===== src/rtl/bit_serializer.sv =====
// bit_serializer: parallel-to-serial bit source with a one-word holding buffer.
// A word accepted on din is sent one bit per clock on b. The first bit appears
// one cycle after the accept. A second word can be queued in the hold register
// while the current word is shifting, so back-to-back words stream with no gap.
// A word offered on the last-bit edge while the hold register is empty goes
// straight into the shifter. Between words, b idles at IDLE_BIT.
module bit_serializer #(
    parameter int WIDTH     = 8,
    parameter bit MSB_FIRST = 1'b1,
    parameter bit IDLE_BIT  = 1'b1
) (
    input  logic             clk,
    input  logic             rst,
    input  logic [WIDTH-1:0] din,
    input  logic             din_valid,
    output logic             din_ready,
    output logic             b,
    output logic             b_valid,
    output logic             word_done,
    output logic             busy
);

    localparam int CW = $clog2(WIDTH);
    localparam logic [CW-1:0] LAST_CNT = CW'(WIDTH - 1);

    typedef enum logic [0:0] {
        S_IDLE  = 1'b0,
        S_SHIFT = 1'b1
    } state_t;

    state_t           state_q, state_d;
    logic [WIDTH-1:0] shift_q, shift_d;
    logic [WIDTH-1:0] hold_q, hold_d;
    logic             hold_full_q, hold_full_d;
    logic [CW-1:0]    cnt_q, cnt_d;
    logic             b_q, b_d;
    logic             b_valid_q, b_valid_d;
    logic             word_done_q, word_done_d;

    logic             accept_s;
    logic             load_s;
    logic [WIDTH-1:0] load_word_s;

    // Bit that goes on the wire first for a freshly loaded word.
    function automatic logic first_bit(input logic [WIDTH-1:0] w);
        if (MSB_FIRST) begin
            first_bit = w[WIDTH-1];
        end else begin
            first_bit = w[0];
        end
    endfunction

    // Moves the next bit to send into the first_bit position.
    function automatic logic [WIDTH-1:0] advance(input logic [WIDTH-1:0] w);
        if (MSB_FIRST) begin
            advance = {w[WIDTH-2:0], 1'b0};
        end else begin
            advance = {1'b0, w[WIDTH-1:1]};
        end
    endfunction

    // Ready depends only on the hold flag, and is held low during reset.
    assign din_ready = ~hold_full_q & rst;
    assign accept_s  = din_valid & din_ready;

    assign b         = b_q;
    assign b_valid   = b_valid_q;
    assign word_done = word_done_q;
    assign busy      = b_valid_q | hold_full_q;

    // Next-state logic: choose a load source, advance the shifter, or go idle.
    always_comb begin
        state_d     = state_q;
        shift_d     = shift_q;
        hold_d      = hold_q;
        hold_full_d = hold_full_q;
        cnt_d       = cnt_q;
        b_d         = b_q;
        b_valid_d   = b_valid_q;
        word_done_d = word_done_q;
        load_s      = 1'b0;
        load_word_s = din;

        case (state_q)
            S_IDLE: begin
                b_d         = IDLE_BIT;
                b_valid_d   = 1'b0;
                word_done_d = 1'b0;
                if (accept_s) begin
                    load_s      = 1'b1;
                    load_word_s = din;
                end else begin
                    cnt_d = '0;
                end
            end
            S_SHIFT: begin
                if (cnt_q == LAST_CNT) begin
                    if (hold_full_q) begin
                        // Drain the queued word with no idle cycle.
                        load_s      = 1'b1;
                        load_word_s = hold_q;
                        hold_full_d = 1'b0;
                    end else if (accept_s) begin
                        // Bypass: the word offered on the last bit goes straight in.
                        load_s      = 1'b1;
                        load_word_s = din;
                    end else begin
                        state_d     = S_IDLE;
                        b_d         = IDLE_BIT;
                        b_valid_d   = 1'b0;
                        word_done_d = 1'b0;
                        cnt_d       = '0;
                    end
                end else begin
                    b_d         = first_bit(shift_q);
                    shift_d     = advance(shift_q);
                    cnt_d       = cnt_q + CW'(1);
                    word_done_d = ((cnt_q + CW'(1)) == LAST_CNT);
                    if (accept_s) begin
                        hold_d      = din;
                        hold_full_d = 1'b1;
                    end else begin
                        hold_d = hold_q;
                    end
                end
            end
            default: begin
                state_d     = S_IDLE;
                hold_full_d = 1'b0;
                cnt_d       = '0;
                b_d         = IDLE_BIT;
                b_valid_d   = 1'b0;
                word_done_d = 1'b0;
            end
        endcase

        if (load_s) begin
            state_d     = S_SHIFT;
            b_d         = first_bit(load_word_s);
            shift_d     = advance(load_word_s);
            cnt_d       = '0;
            b_valid_d   = 1'b1;
            word_done_d = 1'b0;
        end else begin
            state_d = state_d;
        end
    end

    // State and output registers; reset discards any word in flight.
    always_ff @(posedge clk or negedge rst) begin
        if (!rst) begin
            state_q     <= S_IDLE;
            shift_q     <= '0;
            hold_q      <= '0;
            hold_full_q <= 1'b0;
            cnt_q       <= '0;
            b_q         <= IDLE_BIT;
            b_valid_q   <= 1'b0;
            word_done_q <= 1'b0;
        end else begin
            state_q     <= state_d;
            shift_q     <= shift_d;
            hold_q      <= hold_d;
            hold_full_q <= hold_full_d;
            cnt_q       <= cnt_d;
            b_q         <= b_d;
            b_valid_q   <= b_valid_d;
            word_done_q <= word_done_d;
        end
    end

endmodule


===== config.mk =====
export PLATFORM = sky130hd
export DESIGN_NAME = bit_serializer
export DESIGN_NICKNAME = d
export VERILOG_FILES = /design/src/rtl/bit_serializer.sv
export SDC_FILE = /design/constraint.sdc
export NUM_CORES = 1
export LEC_CHECK = 0
export ABC_AREA = 1
export BUFFER_PORTS_ARGS = -buffer_cell sky130_fd_sc_hd__buf_4
export CELL_PAD_IN_SITES_DETAIL_PLACEMENT = 1
export CELL_PAD_IN_SITES_GLOBAL_PLACEMENT = 1
export CORE_MARGIN = 4
export CORE_UTILIZATION = 41
export CTS_CLUSTER_DIAMETER = 80
export DETAILED_ROUTE_END_ITERATION = 10
export PLACE_DENSITY = 0.78
export SKIP_CTS_REPAIR_TIMING = 1
export SLEW_MARGIN = 20
export SYNTH_ARGS = -nofsm -noshare
export SYNTH_HDL_FRONTEND = slang
export SYNTH_SLANG_ARGS = --single-unit
export TNS_END_PERCENT = 100

===== constraint.sdc =====
create_clock -name clk -period 1.8 [get_ports clk]
set_input_delay 0.18 -clock clk [delete_from_list [all_inputs] [get_ports clk]]
set_output_delay 0.18 -clock clk [all_outputs]
set_load 0.01 [all_outputs]

==> impl_metrics.py <==
metrics = {
    "layout": {
        "area_overhead_of_the_layout_relative_to_synthesis_pct": 19.2,
        "drive_above_1_share": 0.208,
        "diodes_inserted": 0,
        "fin_cells": 174,
        "nets": 159,
        "final_area_um2": 1290,
    },
    "timing": {
        "post-route-min-period_ns": 1.63,
        "layout_worst_path_cycle_share": 0.903,
        "whs_ns": 0.0788,
        "final_critical_path_setup_slack_ns": 0.175,
        "rsz_0062_raised_after_global_routing": "false",
        "worst-slew-pin-transition_ns": 0.346,
        "worst_clock_skew_ns": 0.00588,
        "relSlewSlack": 0.769,
        "hold_viol_final": 0,
        "final-setup-viol-count": 0,
        "setup_total_negative_slack_ns": 0,
        "maxClockFrequency_mhz": 615,
        "report.final.slew_viol_count": 0,
    },
    "floorplan": {
        "dieArea_um2": 3530,
        "initial_core_util": 0.433,
        "core-area_um2": 2500,
        "floorplan.rows": 18,
        "io_pins": 16,
        "chipHeight_um": 59.4,
        "die-width_um": 59.4,
    },
    "global_routing": {
        "grt_antenna_before_repair": 0,
        "grt_first_pass_wirelength_um": 4200,
        "global_route.usage.total": 0.161,
        "globalRoute.totalOverflow": 0,
        "grt_start_max_net_pins": 26,
        "number_of_global_route_vias_before_repair": 947,
    },
    "setup_path": {
        "critPathMaxFanout": 25,
        "reg2reg_to": "shift_q[3]",
        "critPathLaunchType": "input pin",
        "slack_of_the_worst_reg_to_reg_path_ns": 0.19,
        "timing.critical_path.to_type": "primary output",
        "crit-reg2reg-launch": "cnt_q[0]",
        "worstPathArrival_ns": 1.45,
        "ff2ff_path_depth": 7,
        "timing.critical_path.cells": "dlygate4sd3_1, buf_4, buf_4, inv_1, nor2_1, buf_4",
        "path_common_cell": "sky130_fd_sc_hd__buf_4",
        "crit_path_max_incr_delay_ns": 0.53,
        "timing.setup.critical_path_class": "input pin to primary output",
        "critical_path.slowest_cell": "sky130_fd_sc_hd__dlygate4sd3_1",
        "critPathRequiredTime_ns": 1.62,
    },
    "power_and_ir_drop": {
        "p_leak_uw": 0.000630,
        "max-vdd-ir-drop_uv": 689,
        "power_per_cell_area_nw_per_um2": 1510,
    },
    "routing": {
        "drt-total-wl_um": 2460,
        "post_drt_wl_per_cell_um": 14.1,
        "drtAntennaViolNets": 0,
        "drt_first_pass_iters": 4,
        "residual_drc": 0,
        "post_drt_via_cell_ratio": 5.29,
        "vias": 921,
        "drt-initial-drc-count": 20,
    },
    "logic_synthesis": {
        "synth_nets": 138,
        "synth_warnings": 0,
        "postSynthRegisterBits": 23,
        "synth.yosys.seq_area_share": 0.532,
        "synth_area_leader_cell": "sky130_fd_sc_hd__dfrtp_1",
        "proportion_of_netlist_area_held_by_the_largest_area_contributor": 0.508,
        "netlist-cell-type-count": 20,
        "mappedNetlistArea_um2": 1080,
        "syn_avg_cell_area_um2": 8.74,
        "top_cells_by_area_in_the_synthesized_netlist": "sky130_fd_sc_hd__dfrtp_1 (51%), sky130_fd_sc_hd__nand2_1 (11%), sky130_fd_sc_hd__o21ai_1 (8.3%)",
        "netlist_instances": 124,
    },
    "hold_path": {
        "whs_path_depth": 3,
        "timing.hold.worst_endpoint": "hold_q[3]",
        "hp-start": "din[3]",
        "hold_path_class": "input pin to flip-flop",
    },
    "placed_design": {
        "dpl.cell_count": 168,
        "dp_slack_ns": 0.113,
        "post-dp-hpwl_um": 1760,
        "place.gp.congestion": 0.766,
        "placement.cell_area_um2": 1230,
        "number_of_input_and_output_port_buffers_inserted": 15,
    },
    "clock_tree": {
        "clock_tree.htree_level_count": 1,
        "clock_path_buffers": 2,
        "clock-root-buffer": "sky130_fd_sc_hd__clkbuf_4",
        "tritoncts": "done",
        "path_clk_slew_ns": 0.12,
        "insertion_delay_ns": 0.31,
        "cts.sinks": 23,
        "cts_buffers": 3,
    },
    "flow_run": {
        "max-cap-violations": 0,
    },
    "status": {
        "status": "finished, final reports clean",
    },
}
-- through the flow --
stage	total power, µW	util
6_report	1950	0.517
5_1_grt	2120	0.517
3_3_place_gp	1620	0.491
3_5_place_dp	1680	0.491
4_1_cts	1930	0.502
2_1_floorplan	1410	-
-- critical path: cells and delay by family --
family | cells | cell delay [ns]
buf+inv | 5 | 1.16
simple gates | 1 | 0.10
-- worst max-delay path by stage --
stage | slack [ns] | start | cells after the start | to
2_1_floorplan | 0.37 | cnt_q[0] | 8 | hold_q[4]
3_3_place_gp | 0.23 | cnt_q[0] | 7 | hold_q[4]
3_5_place_dp | 0.11 | cnt_q[0] | 7 | hold_q[4]
4_1_cts | 0.09 | cnt_q[0] | 7 | hold_q[4]
5_1_grt | 0.03 | rst | 6 | din_ready
6_report | 0.17 | rst | 6 | din_ready
-- placed cells by master (no fill, tap or decap), types with 2 or more instances in the layout --
cell type                  count
sky130_fd_sc_hd__nand2_1      32
sky130_fd_sc_hd__dfrtp_1      22
sky130_fd_sc_hd__o21ai_1      18
sky130_fd_sc_hd__buf_4        17
sky130_fd_sc_hd__inv_1        14
sky130_fd_sc_hd__nand3_1       7
sky130_fd_sc_hd__nor2_1        7
sky130_fd_sc_hd__nand4_1       6
sky130_fd_sc_hd__ha_1          3
sky130_fd_sc_hd__clkbuf_4      3
sky130_fd_sc_hd__inv_2         2
sky130_fd_sc_hd__nand2_2       2
-- cells in the mapped netlist, drive strengths merged --
master  instances
nand4           6
dfrtp          22
a31oi           1
inv            16
nand2          34
nor3b           1
buf             3
nor2            8
ha              3
nand3           9
a21oi           2
dfstp           1
o21ai          18
-- where the power goes --
| group | total (µW) | internal (µW) | switching [µW] |
|---|---|---|---|
| sequential | 860 | 746 | 114 |
| combinational | 846 | 322 | 525 |
| clock | 239 | 86.7 | 152 |
-- per-layer routing --
| layer | up-vias | global-route usage | part of all wire | wire length [µm] |
|---|---|---|---|---|
| li1 | 443 | - | - | - |
| met1 | 448 | 0.193 | 0.41 | 1010 |
| met2 | 21 | 0.271 | 0.51 | 1260 |
| met3 | 9 | 0.0261 | 0.047 | 116 |
| met4 | 0 | 0.0939 | 0.032 | 79 |
| met5 | - | 0 | 0 | 0 |
-- sequential cells by signal, summed over array words and instances, names as in the netlist --
name         flops
hold_q           8
shift_q          7
cnt_q            3
b                1
b_valid          1
hold_full_q      1
state_q          1
word_done        1
-- cells by family after synthesis --
group           synth area share
compound gates             0.102
fa+ha+maj                 0.0346
buf+inv                   0.0751
flops                      0.532
simple gates               0.256
-- cell type report --
cell class | instances | area, µm²
Clock buffer | 4 | 26.3
Sequential cell | 23 | 577
Fill cell | 317 | 1210
Tap cell | 30 | 37.5
Inverter | 16 | 60.1
Multi-Input combinational cell | 82 | 433
Timing Repair Buffer | 19 | 158
Power figures use the tool's default switching activity.
